--- src/rtl/cb_pkg.sv ---
// Shared crossbar definitions: bus widths, slave-select field position,
// arbiter state encoding and master id type.
package cb_pkg;

  localparam int ADDR_W  = 11;
  localparam int DATA_W  = 11;
  localparam int N_MST   = 4;
  localparam int SEL_MSB = 10;
  localparam int SEL_LSB = 9;

  typedef enum logic {IDLE, BUSY} arb_state_t;

  typedef logic [$clog2(N_MST)-1:0] mst_id_t;

endpackage

--- src/rtl/rr_pick.sv ---
// Combinational round-robin picker.
// Ports:
//   req    - request vector, one bit per master
//   ptr    - last served master; the search starts at ptr+1 and wraps
//   winner - id of the first requesting master found
//   valid  - at least one request present
module rr_pick
  import cb_pkg::*;
(
  input  logic [N_MST-1:0] req,
  input  mst_id_t          ptr,
  output mst_id_t          winner,
  output logic             valid
);

  mst_id_t cand;

  // Walk from the farthest offset down to ptr+1 so the nearest hit wins.
  // An offset of N_MST wraps back to ptr itself.
  always_comb begin
    winner = '0;
    valid  = 1'b0;
    cand   = '0;
    for (int k = N_MST; k >= 1; k--) begin
      cand = ptr + mst_id_t'(k);
      if (req[cand]) begin
        winner = cand;
        valid  = 1'b1;
      end
    end
  end

endmodule

--- src/rtl/slave_port_arbiter.sv ---
// Per-slave round-robin arbiter for one slave port of the 4x4 crossbar.
// Picks one master whose address selects this slave, forwards its request
// to the slave, returns the ack and routes the following-cycle response.
// Optional build macro: SLV_ARB_TIMEOUT_EN enables the grant watchdog.
// Ports:
//   clk, reset          - clock, synchronous active-high reset
//   m_req/m_addr/m_cmd/m_wdata - packed per-master request channels
//   m_ack, m_resp       - per-master one-hot ack / response strobe
//   m_rdata             - read data broadcast to all masters
//   s_req/s_addr/s_cmd/s_wdata - request forwarded to the slave
//   s_ack, s_rdata, s_resp     - slave accept and next-cycle response
//   timeout_err         - one-cycle pulse when the watchdog aborts a grant
//
// state | meaning
// IDLE  | no grant held; arbitrate among hits, register winner
// BUSY  | master gnt is forwarded to the slave until ack or withdraw
module slave_port_arbiter
  import cb_pkg::*;
#(
  parameter int SLAVE_ID    = 0,
  parameter int N_MST       = cb_pkg::N_MST,
  parameter int ADDR_W      = cb_pkg::ADDR_W,
  parameter int DATA_W      = cb_pkg::DATA_W,
  parameter int TIMEOUT_CYC = 16
) (
  input  logic                clk,
  input  logic                reset,
  input  logic [N_MST-1:0]    m_req,
  input  logic [N_MST*ADDR_W-1:0] m_addr,
  input  logic [N_MST-1:0]    m_cmd,
  input  logic [N_MST*DATA_W-1:0] m_wdata,
  output logic [N_MST-1:0]    m_ack,
  output logic [DATA_W-1:0]   m_rdata,
  output logic [N_MST-1:0]    m_resp,
  output logic                s_req,
  output logic [ADDR_W-1:0]   s_addr,
  output logic                s_cmd,
  output logic [DATA_W-1:0]   s_wdata,
  input  logic                s_ack,
  input  logic [DATA_W-1:0]   s_rdata,
  input  logic                s_resp,
  output logic                timeout_err
);

  localparam int SEL_W = SEL_MSB - SEL_LSB + 1;
  localparam logic [SEL_W-1:0] SEL_ID = SEL_W'(SLAVE_ID);

  arb_state_t state;
  mst_id_t    gnt, ptr, resp_own, pick_id;
  logic       resp_pend, pick_valid;
  logic       busy, ack_fire, wd_expire;

  logic [N_MST-1:0]  hit;
  logic [ADDR_W-1:0] addr_a  [N_MST];
  logic [DATA_W-1:0] wdata_a [N_MST];

  always_comb begin
    for (int i = 0; i < N_MST; i++) begin
      addr_a[i]  = m_addr[i*ADDR_W +: ADDR_W];
      wdata_a[i] = m_wdata[i*DATA_W +: DATA_W];
      hit[i]     = m_req[i] && (addr_a[i][SEL_MSB:SEL_LSB] == SEL_ID);
    end
  end

  rr_pick u_pick (
    .req    (hit),
    .ptr    (ptr),
    .winner (pick_id),
    .valid  (pick_valid)
  );

  // Reset gates every output in the cycle it is sampled, not only after.
  assign busy     = (state == BUSY) && !reset;
  assign ack_fire = busy && hit[gnt] && s_ack;

  always_comb begin
    s_req   = busy && hit[gnt];
    s_addr  = busy ? addr_a[gnt]  : '0;
    s_cmd   = busy ? m_cmd[gnt]   : 1'b0;
    s_wdata = busy ? wdata_a[gnt] : '0;
    m_ack   = '0;
    if (ack_fire) m_ack[gnt] = 1'b1;
    m_resp  = '0;
    m_rdata = '0;
    if (resp_pend && !reset) begin
      m_resp[resp_own] = s_resp;
      m_rdata          = s_rdata;
    end
  end

`ifdef SLV_ARB_TIMEOUT_EN
  localparam int CNT_W = $clog2(TIMEOUT_CYC) + 1;
  logic [CNT_W-1:0] wd_cnt;

  assign wd_expire = busy && hit[gnt] && !s_ack &&
                     (wd_cnt == CNT_W'(TIMEOUT_CYC - 1));
`else
  logic unused_timeout_cfg;
  assign unused_timeout_cfg = TIMEOUT_CYC[0];
  assign wd_expire = 1'b0;
`endif

  assign timeout_err = wd_expire;

  always_ff @(posedge clk) begin
    if (reset) begin
      state     <= IDLE;
      gnt       <= '0;
      ptr       <= mst_id_t'(N_MST - 1);
      resp_pend <= 1'b0;
      resp_own  <= '0;
`ifdef SLV_ARB_TIMEOUT_EN
      wd_cnt    <= '0;
`endif
    end else begin
      resp_pend <= ack_fire;
      if (ack_fire) resp_own <= gnt;
`ifdef SLV_ARB_TIMEOUT_EN
      // Held at zero in IDLE, so it starts from zero on every grant.
      if (state == IDLE) wd_cnt <= '0;
      else if (!ack_fire) wd_cnt <= wd_cnt + 1'b1;
`endif
      case (state)
        IDLE: begin
          if (pick_valid) begin
            gnt   <= pick_id;
            state <= BUSY;
          end
        end
        BUSY: begin
          if (ack_fire) begin
            ptr   <= gnt;
            state <= IDLE;
          end else if (!hit[gnt]) begin
            state <= IDLE;
          end else if (wd_expire) begin
            // Stalled master gives up its priority.
            ptr   <= gnt;
            state <= IDLE;
          end
        end
        default: state <= IDLE;
      endcase
    end
  end

endmodule

--- config.mk ---
export PLATFORM = sky130hd
export DESIGN_NAME = slave_port_arbiter
export DESIGN_NICKNAME = d
export VERILOG_FILES = /design/src/rtl/cb_pkg.sv /design/src/rtl/rr_pick.sv /design/src/rtl/slave_port_arbiter.sv
export SDC_FILE = /design/constraint.sdc
export NUM_CORES = 1
export LEC_CHECK = 0
export ABC_AREA = 1
export BUFFER_PORTS_ARGS = -buffer_cell sky130_fd_sc_hd__buf_2
export CAP_MARGIN = 20
export CORE_ASPECT_RATIO = 0.7
export CORE_MARGIN = 1.5
export CORE_UTILIZATION = 36
export DETAILED_ROUTE_END_ITERATION = 10
export PLACE_DENSITY = 0.86
export SETUP_SLACK_MARGIN = 0.02
export SLEW_MARGIN = 20
export SYNTH_ARGS = -nofsm -noshare
export SYNTH_HDL_FRONTEND = slang
export SYNTH_SLANG_ARGS = --single-unit
export TNS_END_PERCENT = 20
--- constraint.sdc ---
create_clock -name clk -period 3.9 [get_ports clk]
set_clock_uncertainty 0.1 [all_clocks]
set_input_delay 0.195 -clock clk [delete_from_list [all_inputs] [get_ports clk]]
set_output_delay 0.195 -clock clk [all_outputs]
set_load 0.005 [all_outputs]
# Word-level counts from Yosys, hierarchy flattened
# Cells that the tools add are included.
[classes]
magnitude_cmp = 9
n_reduce_logical = 17
muxes = 40
bitwise = 3
add_sub_neg = 3
[op_table]
columns = ["op", "n"]
rows = [
  ["$mux W11", 7],
  ["$bmux W11 S2", 2],
  ["$lt A2 B3 Y1 const B", 6],
  ["$mux W1", 16],
  ["$bmux W1 S2", 6],
  ["$logic_and A1 B1 Y1", 10],
  ["$logic_not A2 Y1", 4],
  ["$mux W2", 4],
  ["$mux W4", 2],
  ["$add A2 B2 Y2 const B", 2],
  ["$and A4 B4 Y4", 1],
  ["$demux W1 S2", 2],
  ["$ge A2 B1 Y1 const B", 2],
  ["$reduce_and A2 Y1", 2],
  ["$ge A3 B3 Y1 const B", 1],
  ["$not A2 Y3", 1],
  ["$add A2 B1 Y2 const B", 1],
  ["$pmux W1 S2", 1],
  ["$logic_not A1 Y1", 1],
  ["$not A1 Y1", 1],
]
[word_totals]
register_bits = 8
in_bits = 111

# Longest topological paths before layout
# Gate-level depths: netlist of the first run.
[logic_depth]
depth_word = 10
mapped_depth = 12
mapped_depth_nobuf = 11

# Cells and area by module
# A second synthesis of the first run with hierarchy kept.
[hier_totals]
hier_cells = 249
hier_area_um2 = 1337.5
[by_module_without_submodules]
columns = ["mod", "area_each_um2", "seq_area_each_um2", "cells_each", "n_inst"]
rows = [
  ["slave_port_arbiter", 1111.1, 160.2, 200, 1],
  ["rr_pick", 226.5, 0.0, 49, 1],
]

# Worst setup path before layout of the first run
# OpenSTA, ideal clock, no wires.
[synth_timing]
kind = "register -> output"
startpoint = "register gnt[0]"
endpoint = "output m_ack[1]"
t_arrival_ps = 1203
n_path_buf = 1
slack_ps = 2402
stages_incl_launch_ff = 9
cell_sequence = "dfxtp_1 buf_6 inv_4 nor2_4 nand2_2 nand3_2 nor3_4 nand3_2 nor2_1"
[synth_between]
elab_chain_len = 5
[synth_rtl]
columns = ["item", "line", "text"]
rows = [
  ["start: declaration", "slave_port_arbiter.sv:49", "mst_id_t gnt, ptr, resp_own, pick_id;"],
  ["start signal: assignment", "slave_port_arbiter.sv:126", "gnt <= pick_id;"],
  ["$bmux W1 S2", "--", ""],
  ["$mux W1", "--", ""],
  ["$logic_and A1 B1 Y1", "--", ""],
  ["named net s_req", "slave_port_arbiter.sv:35", "output logic s_req,"],
  ["$logic_and A1 B1 Y1", "slave_port_arbiter.sv:74", "assign ack_fire = busy && hit[gnt] && s_ack;"],
  ["$mux W4", "slave_port_arbiter.sv:82", "if (ack_fire) m_ack[gnt] = 1'b1;"],
  ["end: declaration", "slave_port_arbiter.sv:32", "output logic [N_MST-1:0] m_ack,"],
]
# The timed path passes the listed nets, and every way through them passes these cells. The select of a mux whose other input is x is not followed.

# Worst setup path in the final report of the first run
[layout_timing]
startpoint = "register gnt[0]"
endpoint = "output m_ack[0]"
[layout_between]
elab_chain_len = 5
[layout_rtl]
columns = ["item", "line"]
rows = [
  ["$lt A2 B3 Y1 (not written as such), or another cell as far along", "slave_port_arbiter.sv:82"],
  ["$logic_and A1 B1 Y1 (not written as such) or $mux W1 (tied branches)", "slave_port_arbiter.sv:82, slave_port_arbiter.sv:74"],
  ["$mux W1 (not written as such) or $logic_and A1 B1 Y1 (tied branches)", "slave_port_arbiter.sv:82, slave_port_arbiter.sv:74"],
  ["$demux W1 S2 or $logic_and A1 B1 Y1 (tied branches)", "slave_port_arbiter.sv:82, slave_port_arbiter.sv:74"],
  ["$mux W4 *", "slave_port_arbiter.sv:82"],
]
# Every way passes the cells marked *; elsewhere a longest branch is shown, timed or not. The select of a mux whose other input is x is not followed.

==> results of run 1 <==
-- logic make-up (layout without fill, tap and decap cells) --
kind of cell | after synthesis | after routing | synth area share (%)
AO/OA/AOI/OAI | 58 | 58 | 28.2
buffers and inverters | 46 | 184 | 14.0
flip-flops | 8 | 8 | 11.7
other | 1 | 1 | 0.273
AND/OR/NAND/NOR | 130 | 130 | 45.9
-- final timing paths --
kind | endpoint | slack [ns] | depth (start not counted) | start
max reg2reg | resp_own[1] | 1.74 | 9 | gnt[0]
max | m_ack[0] | 1.40 | 9 | gnt[0]
min reg2reg | resp_own[0] | 0.41 | 2 | resp_own[0]
min | resp_own[0] | 0.13 | 2 | reset
-- per-layer routing --
metal	GRT usage [%]	up-vias	wire length, µm
met5	0	-	0
met4	4.94	0	0
met3	5.67	0	488
met2	41.0	108	2550
met1	29.7	981	2350
li1	-	1140	-
-- per-stage QoR --
| stage | hold WS (ns) | power (mW) | cell area, µm² | instances | setup slack [ns] |
|---|---|---|---|---|---|
| floorplan | 0.157 | 0.273 | 1370 | 243 | 2.40 |
| global placement | 0.353 | 0.365 | 2120 | 428 | 1.74 |
| detailed placement | 0.364 | 0.369 | 2120 | 428 | 1.64 |
| CTS | 0.123 | 0.474 | 2170 | 431 | 1.39 |
| global route | 0.130 | 0.512 | 2170 | 431 | 1.23 |
| finish | 0.126 | 0.473 | 2170 | 431 | 1.40 |
-- final cells by class --
cell class	count	area share, %
multi-input cells	189	47.1
repair buffers	155	36.0
flip-flops and latches	8	7.45
inverters	26	4.62
well taps	50	2.89
clock buffers	3	1.91
-- power groups by stage --
| stage | combinational, mW | sequential (mW) | clock [mW] |
|---|---|---|---|
| finish | 0.268 | 0.102 | 0.104 |
| global route | 0.297 | 0.104 | 0.111 |
| detailed placement | 0.266 | 0.103 | 0 |
| floorplan | 0.181 | 0.0919 | 0 |
| CTS | 0.267 | 0.102 | 0.105 |
| global placement | 0.262 | 0.103 | 0 |
-- cell usage in the layout (no fill, tap or decap), types with 2 or more instances in the layout --
master,netlist,layout
buf_2,4,153
dfxtp_1,8,7
a22oi_1,23,23
nand3_2,3,3
nand2_2,2,2
nand3_1,61,61
nor4_1,4,4
inv_2,2,2
o21ai_0,3,3
a21oi_1,5,5
nor2_4,2,2
nor2_1,22,22
inv_1,23,23
buf_4,1,2
clkbuf_8,0,3
a31oi_1,23,23
nand2_1,34,34
a21oi_2,2,2
-- cell usage after synthesis (all sizes together) --
cell and n:
a21o 1, a21oi 7, a22oi 23, a31oi 23
buf 10, clkbuf 10, conb 1, dfxtp 8
inv 26, nand2 36, nand3 64, nand3b 1
nor2 24, nor3 1, nor4 4, o21ai 4
-- registers in the layout, summed over array words and instances (netlist names) --
| register | count |
|---|---|
| state | 1 |
| resp_pend | 1 |
| gnt | 2 |
| resp_own | 2 |
| ptr | 2 |
==> flow_summary.ini, run 1 <==
[run_status]
outcome = finished, final reports clean

[clock_tree]
hold_buffers = 0
clk_pin_slew_ns = 0.04
numClockSinks = 8
cts_buffers = 3
htreeDepth = 1
insertion_delay_ns = 0.23
cts_resized = 0
ctsRootBufferMaster = clkbuf_8
cts_tree = done
ctsLongestPathBuffers = 2
cts_setup_buffers = 0

[worst_setup_path]
cp.arrival_ns = 2.21
critPathMaxStageDelay_ns = 0.48
crit_family = simple AND/OR/NAND/NOR gates
path_buf_inv = 3
crit_required_ns = 3.61
crit_path_end_kind = primary output
cpMostUsedCell = nand2_2
crit_fanout = 26
crit_slowest_cell = nor2_4
start_kind = flop
crit_path_cell_trace = buf_4 -> inv_4 -> nor2_4 -> nand2_2 -> nand3_2 -> nor3_4 -> nand2_2 -> nor2_1 -> buf_2
worstSetupPathType = flop to primary output

[timing]
tns_ns = 0
setup_viol = 0
period_share_pct = 64.2
finalHoldViolations = 0
fmax_mhz = 399
relSlewSlack_pct = 41.1
worst_pin_slew_ns = 0.881
slew_viol_final = 0
period_needed_ns = 2.50
rsz0062_at_grt = no

[routing]
drtIter0Drc = 106
wl_per_cell_um = 12.5
ant_nets = 0
vias = 2229
viasPerCell = 5.17
dr.pass1.iters = 4
route.detailed.drc = 0
finalWirelength_mm = 5.39

[global_routing]
grt_pass1_vias = 1772
grt_pass1_wl_mm = 7.90
grt_antenna_before_repair = 0
grt_max_degree = 36
gr-total-overflow = 0
grt_usage_pct = 23.4

[die]
initial_utilization_pct = 38.3
num_rows = 18
die_w_um = 76.8
die-area_um2 = 4190
die-height_um = 54.6
coreArea_um2 = 3580
ios = 155

[layout]
nets = 494
drive_gt1_share_pct = 45.1
fin_util_pct = 60.5
area_growth_pct = 57.9
seqCellArea_um2 = 161
multiInputGateArea_um2 = 1020
diodes = 0
n_fill_cell = 361

[worst_hold_path]
holdCritPathClass = primary input to flop

[power]
internal_power_mw = 0.268
power_frac_clock_pct = 21.9
p_sw_mw = 0.206
p_leak_nw = 1.21
p_seq_share_pct = 21.5
vdd_ir_drop_max_mv = 0.211
powerDensity_nw_per_um2 = 219
power.switching_fraction_pct = 43.4
power.share.combinational_pct = 56.5

[synthesis]
synth.distinct_cells = 26
synth-seq-cells = 8
yosysTopAreaCell = nand3_1
syn_avg_cell_area_um2 = 5.64
ys_seq_area_share_pct = 11.7
syn-num-nets = 354
netlist_area_um2 = 1370
synthCells = 243
yosysWarnings = 0
synth_area_leaders = nand3_1, a22oi_1, dfxtp_1
synth_top_area_share_pct = 22.3

[placed_design]
hpwl_mm = 4.21
gp_congestion = 0.848
port_buffers = 153

[run]
maxCapViolCount = 0
(Power assumes the default switching activity.)
==> inputs of run 2 (changes only) <==
--- a/config.mk
+++ b/config.mk
@@ -10,9 +10,9 @@
 export CAP_MARGIN = 20
 export CORE_ASPECT_RATIO = 0.7
 export CORE_MARGIN = 1.5
-export CORE_UTILIZATION = 36
+export CORE_UTILIZATION = 34
 export DETAILED_ROUTE_END_ITERATION = 10
-export PLACE_DENSITY = 0.86
+export PLACE_DENSITY = 0.82
 export SETUP_SLACK_MARGIN = 0.02
 export SLEW_MARGIN = 20
 export SYNTH_ARGS = -nofsm -noshare
==> constraint.sdc (replaced) <==
create_clock -name clk -period 2.6 [get_ports clk]
set_clock_uncertainty 0.1 [all_clocks]
set_input_delay 0.13 -clock clk [delete_from_list [all_inputs] [get_ports clk]]
set_output_delay 0.13 -clock clk [all_outputs]
set_load 0.005 [all_outputs]
==> run 2 against run 1 <==
  * Hold slack got worse by 0.060 ns
  * Via count increased by 1.7%
  * Register-to-register slack worse by 1.1 ns
  * Die area is 5.6% higher
  * Critical path depth fell by 3
  * Clock power rose by 40%
  * Final cell count increased by 0.93%
  * Design area rose by 0.81%
  * Non-clock buffer count grew 2
  * Largest cell class unchanged
  * Largest power group unchanged
==> flow_summary.ini, run 2 (same netlist as run 1, synthesis figures left out) <==
[layout]
n_fill_cell = 385
drive_gt1_share_pct = 45.4
nets = 496
final_common_cell = buf_2
layout_common_cells = buf_2, nand3_1, nand2_1
diodes = 0
fin_area_um2 = 2180
reg_top3 = gnt x2, ptr x2, resp_own x2
area_growth_pct = 59.2

[global_routing]
grt_pass1_vias = 2015
grt_antenna_before_repair = 0
grt_usage_pct = 23.7
gr-total-overflow = 0
grt_pass1_wl_mm = 8.64
grt_max_degree = 36

[worst_setup_path]
crit_fanout = 26
crit_required_ns = 2.37
crit_path_end_kind = primary output
r2r_setup_slack_ns = 0.64
cp.arrival_ns = 2.06
worstSetupPathType = flop to primary output
start_kind = flop

[power]
power.switching_fraction_pct = 43.1
p_seq_share_pct = 22.8
fin_total_pwr_mw = 0.712
p_leak_nw = 1.22
internal_power_mw = 0.405
vdd_ir_drop_max_mv = 0.235
p_sw_mw = 0.307
power.share.combinational_pct = 56.7
powerDensity_nw_per_um2 = 326
power_frac_clock_pct = 20.6

[timing]
tns_ns = 0
period_share_pct = 88.2
setup_viol = 0
whs_ns = 0.0656
worst_pin_slew_ns = 0.610
finalHoldViolations = 0
rsz0062_at_grt = no
fmax_mhz = 436
period_needed_ns = 2.29
relSlewSlack_pct = 59.2
slew_viol_final = 0

[routing]
vias = 2268
drtIter0Drc = 135
dr.pass1.iters = 4
finalWirelength_mm = 5.42
ant_nets = 0
viasPerCell = 5.21
route.detailed.drc = 0
wl_per_cell_um = 12.5

[clock_tree]
insertion_delay_ns = 0.22
ctsRootBufferMaster = clkbuf_8
cts_tree = done
cts_buffers = 3
cts_resized = 0
hold_buffers = 0
htreeDepth = 1
numClockSinks = 8
ctsLongestPathBuffers = 2
cts_setup_buffers = 0
clk_pin_slew_ns = 0.04

[run]
maxCapViolCount = 0

[die]
coreArea_um2 = 3900
initial_utilization_pct = 35.2
die-area_um2 = 4430
num_rows = 19
die_w_um = 78.9
ios = 155
die-height_um = 56.1

[run_status]
outcome = finished, final reports clean

[placed_design]
port_buffers = 153
hpwl_mm = 4.18
gp_congestion = 0.961
postPlaceCellArea_um2 = 2140

[worst_hold_path]
holdCritPathClass = primary input to flop
-- run 2: worst paths after layout --
| check | start | endpoint | cells after the start |
|---|---|---|---|
| max | gnt[0] | s_wdata[5] | 6 |
| min | reset | resp_own[0] | 2 |
| max reg2reg | gnt[0] | ptr[0] | 7 |
| min reg2reg | resp_own[0] | resp_own[0] | 2 |
-- run 2: critical path, cell delays in order, from the launching register on --
cell,delay (ns)
dfxtp_1,0.65
inv_4,0.23
nor2_4,0.25
buf_4,0.27
a22oi_1,0.10
a31oi_1,0.18
buf_2,0.14
-- run 2: power groups by stage --
stage               Sequential, mW  Combinational [mW]  Clock [mW]
floorplan                    0.138               0.271           0
global placement             0.162               0.393           0
detailed placement           0.163               0.400           0
CTS                          0.161               0.402       0.148
global route                 0.164               0.450       0.158
finish                       0.162               0.403       0.146
-- run 2: area by class of cell --
class,instances,area [µm²],share of cell area (%)
flip-flops and latches,8,161,7.39
repair buffers,157,796,36.4
clock buffers,3,41.3,1.89
inverters,26,100,4.58
well taps,52,65.1,2.98
multi-input cells,189,1020,46.7
-- run 2: through the flow --
step,utilization [%],setup slack [ns],std cells
after global routing,56.0,0.139,435
final,56.0,0.308,435
after global placement,54.9,0.675,432
after detailed placement,54.9,0.568,432
after CTS,56.0,0.327,435
after floorplan,-,1.17,243
-- run 2: layer usage --
metal	vias up	share of wire (%)	track usage (%)
li1	1148	-	-
met1	994	44	32.1
met2	122	47	40.3
met3	4	8.8	3.11
met4	0	0.52	4.76
met5	-	0	0
==> inputs of run 3 (changes only) <==
--- a/config.mk
+++ b/config.mk
@@ -8,11 +8,11 @@
 export ABC_AREA = 1
 export BUFFER_PORTS_ARGS = -buffer_cell sky130_fd_sc_hd__buf_2
 export CAP_MARGIN = 20
-export CORE_ASPECT_RATIO = 0.7
+export CORE_ASPECT_RATIO = 1.4
 export CORE_MARGIN = 1.5
-export CORE_UTILIZATION = 34
+export CORE_UTILIZATION = 31
 export DETAILED_ROUTE_END_ITERATION = 10
-export PLACE_DENSITY = 0.82
+export PLACE_DENSITY = 0.86
 export SETUP_SLACK_MARGIN = 0.02
 export SLEW_MARGIN = 20
 export SYNTH_ARGS = -nofsm -noshare
==> run 3 against run 2 <==
  * Highest routed layer unchanged
  * Clock-buffer cell count unchanged
  * Hold slack worse by 0.016 ns
  * Via count rose by 1.5%
  * Non-clock buffer count up 1
  * Final cell count increased by 2.1%
==> flow_summary.ini, run 3 (same netlist as run 1, synthesis figures left out) <==
[clock_tree]
htreeDepth = 1
cts_resized = 0
cts_tree = done
hold_buffers = 0
clk_pin_slew_ns = 0.04
ctsLongestPathBuffers = 2
cts_buffers = 3
insertion_delay_ns = 0.23
ctsRootBufferMaster = clkbuf_8
numClockSinks = 8
cts_setup_buffers = 0

[die]
num_rows = 28
initial_utilization_pct = 32.3
coreArea_um2 = 4240
die_w_um = 59.2
die-area_um2 = 4840
die-height_um = 81.7
ios = 155

[run]
maxCapViolCount = 0

[routing]
ant_nets = 0
finalWirelength_mm = 5.33
drtIter0Drc = 149
dr.pass1.iters = 4
route.detailed.drc = 0
vias = 2301
wl_per_cell_um = 12.0
viasPerCell = 5.18

[layout]
area_growth_pct = 60.5
multiInputGateArea_um2 = 1020
nets = 497
fin_util_pct = 51.9
fin_area_um2 = 2200
diodes = 0
n_fill_cell = 450
drive_gt1_share_pct = 45.6
final_common_cell = buf_2
reg_top3 = gnt x2, ptr x2, resp_own x2
layout_common_cells = buf_2, nand3_1, nand2_1
seqCellArea_um2 = 161

[power]
vdd_ir_drop_max_mv = 0.214
internal_power_mw = 0.410
power.switching_fraction_pct = 43.0
p_leak_nw = 1.22
power.share.combinational_pct = 57.3
p_seq_share_pct = 21.6
p_sw_mw = 0.309
powerDensity_nw_per_um2 = 327
power_frac_clock_pct = 21.1
fin_total_pwr_mw = 0.719

[worst_setup_path]
crit_path_end_kind = primary output
critPathMaxStageDelay_ns = 0.57
cp.arrival_ns = 1.89
cpMostUsedCell = nand3_2
path_buf_inv = 1
crit_family = simple AND/OR/NAND/NOR gates
crit_fanout = 24
r2r_setup_slack_ns = 0.82
crit_path_cell_trace = nor2_4 -> nand2_2 -> nand3_2 -> nor3_4 -> nand3_2 -> nor2_1 -> buf_2
r2r-end = ptr[1]
reg2reg_from = gnt[1]
crit_required_ns = 2.37
start_kind = flop
worstSetupPathType = flop to primary output
worstRegToRegCells = 7
crit_slowest_cell = dfxtp_2

[timing]
period_share_pct = 81.6
finalHoldViolations = 0
rsz0062_at_grt = no
tns_ns = 0
relSlewSlack_pct = 61.6
setup_viol = 0
period_needed_ns = 2.12
worst_pin_slew_ns = 0.575
fmax_mhz = 471
slew_viol_final = 0

[global_routing]
grt_antenna_before_repair = 0
gr-total-overflow = 0
grt_pass1_wl_mm = 7.73
grt_usage_pct = 19.7
grt_max_degree = 34
grt_pass1_vias = 1959

[worst_hold_path]
hp-start = reset
hold_end = resp_own[0]
holdCritPathClass = primary input to flop
whs_path_depth = 2

[placed_design]
port_buffers = 153
gp_congestion = 0.858
postPlaceCellArea_um2 = 2160
hpwl_mm = 4.23

[run_status]
outcome = finished, final reports clean
==> run 3: cell types whose count changed in the layout (fill, tap and decap cells not counted) <==
cell   delta
buf_4     +1
==> run 3: layer usage <==
layer  global-route usage [%]  routed length (µm)  up-vias
li1                         -                   -     1144
met1                     18.9                1900     1017
met5                        0                   0        -
met3                     2.83                 442        6
met4                     7.95                  63        0
met2                     40.0                2930      134
==> run 3: cell type report <==
| class | count | area share (%) |
|---|---|---|
| sequential | 8 | 7.33 |
| timing repair buffer | 158 | 36.5 |
| multi-input combinational | 189 | 46.3 |
| tap | 60 | 3.41 |
| inverter | 26 | 4.55 |
| clock buffer | 3 | 1.88 |
==> run 3: power by group through the flow <==
stage / combinational [mW] / sequential, mW / clock (mW)
after global placement: 0.404 / 0.156 / 0
after floorplan: 0.271 / 0.138 / 0
final: 0.412 / 0.155 / 0.152
after global routing: 0.454 / 0.157 / 0.159
after detailed placement: 0.411 / 0.157 / 0
after CTS: 0.411 / 0.155 / 0.153
==> run 3: metrics by stage <==
stage / instances / hold WS, ns / worst slack [ns]
final: 444 / 0.0499 / 0.478
after global placement: 441 / 0.285 / 0.780
after global routing: 444 / 0.0618 / 0.322
after floorplan: 243 / 0.0924 / 1.17
after detailed placement: 441 / 0.287 / 0.719
after CTS: 444 / 0.0470 / 0.471
==> run 3: worst max path at each step <==
stage	startpoint	to	slack [ns]	cells past startpoint
floorplan	gnt[0]	m_ack[1]	1.17	8
global placement	gnt[1]	m_ack[1]	0.78	7
detailed placement	gnt[1]	m_ack[1]	0.72	7
CTS	gnt[1]	m_ack[1]	0.47	7
global route	gnt[1]	m_ack[1]	0.32	7
finish	gnt[1]	m_ack[1]	0.48	7
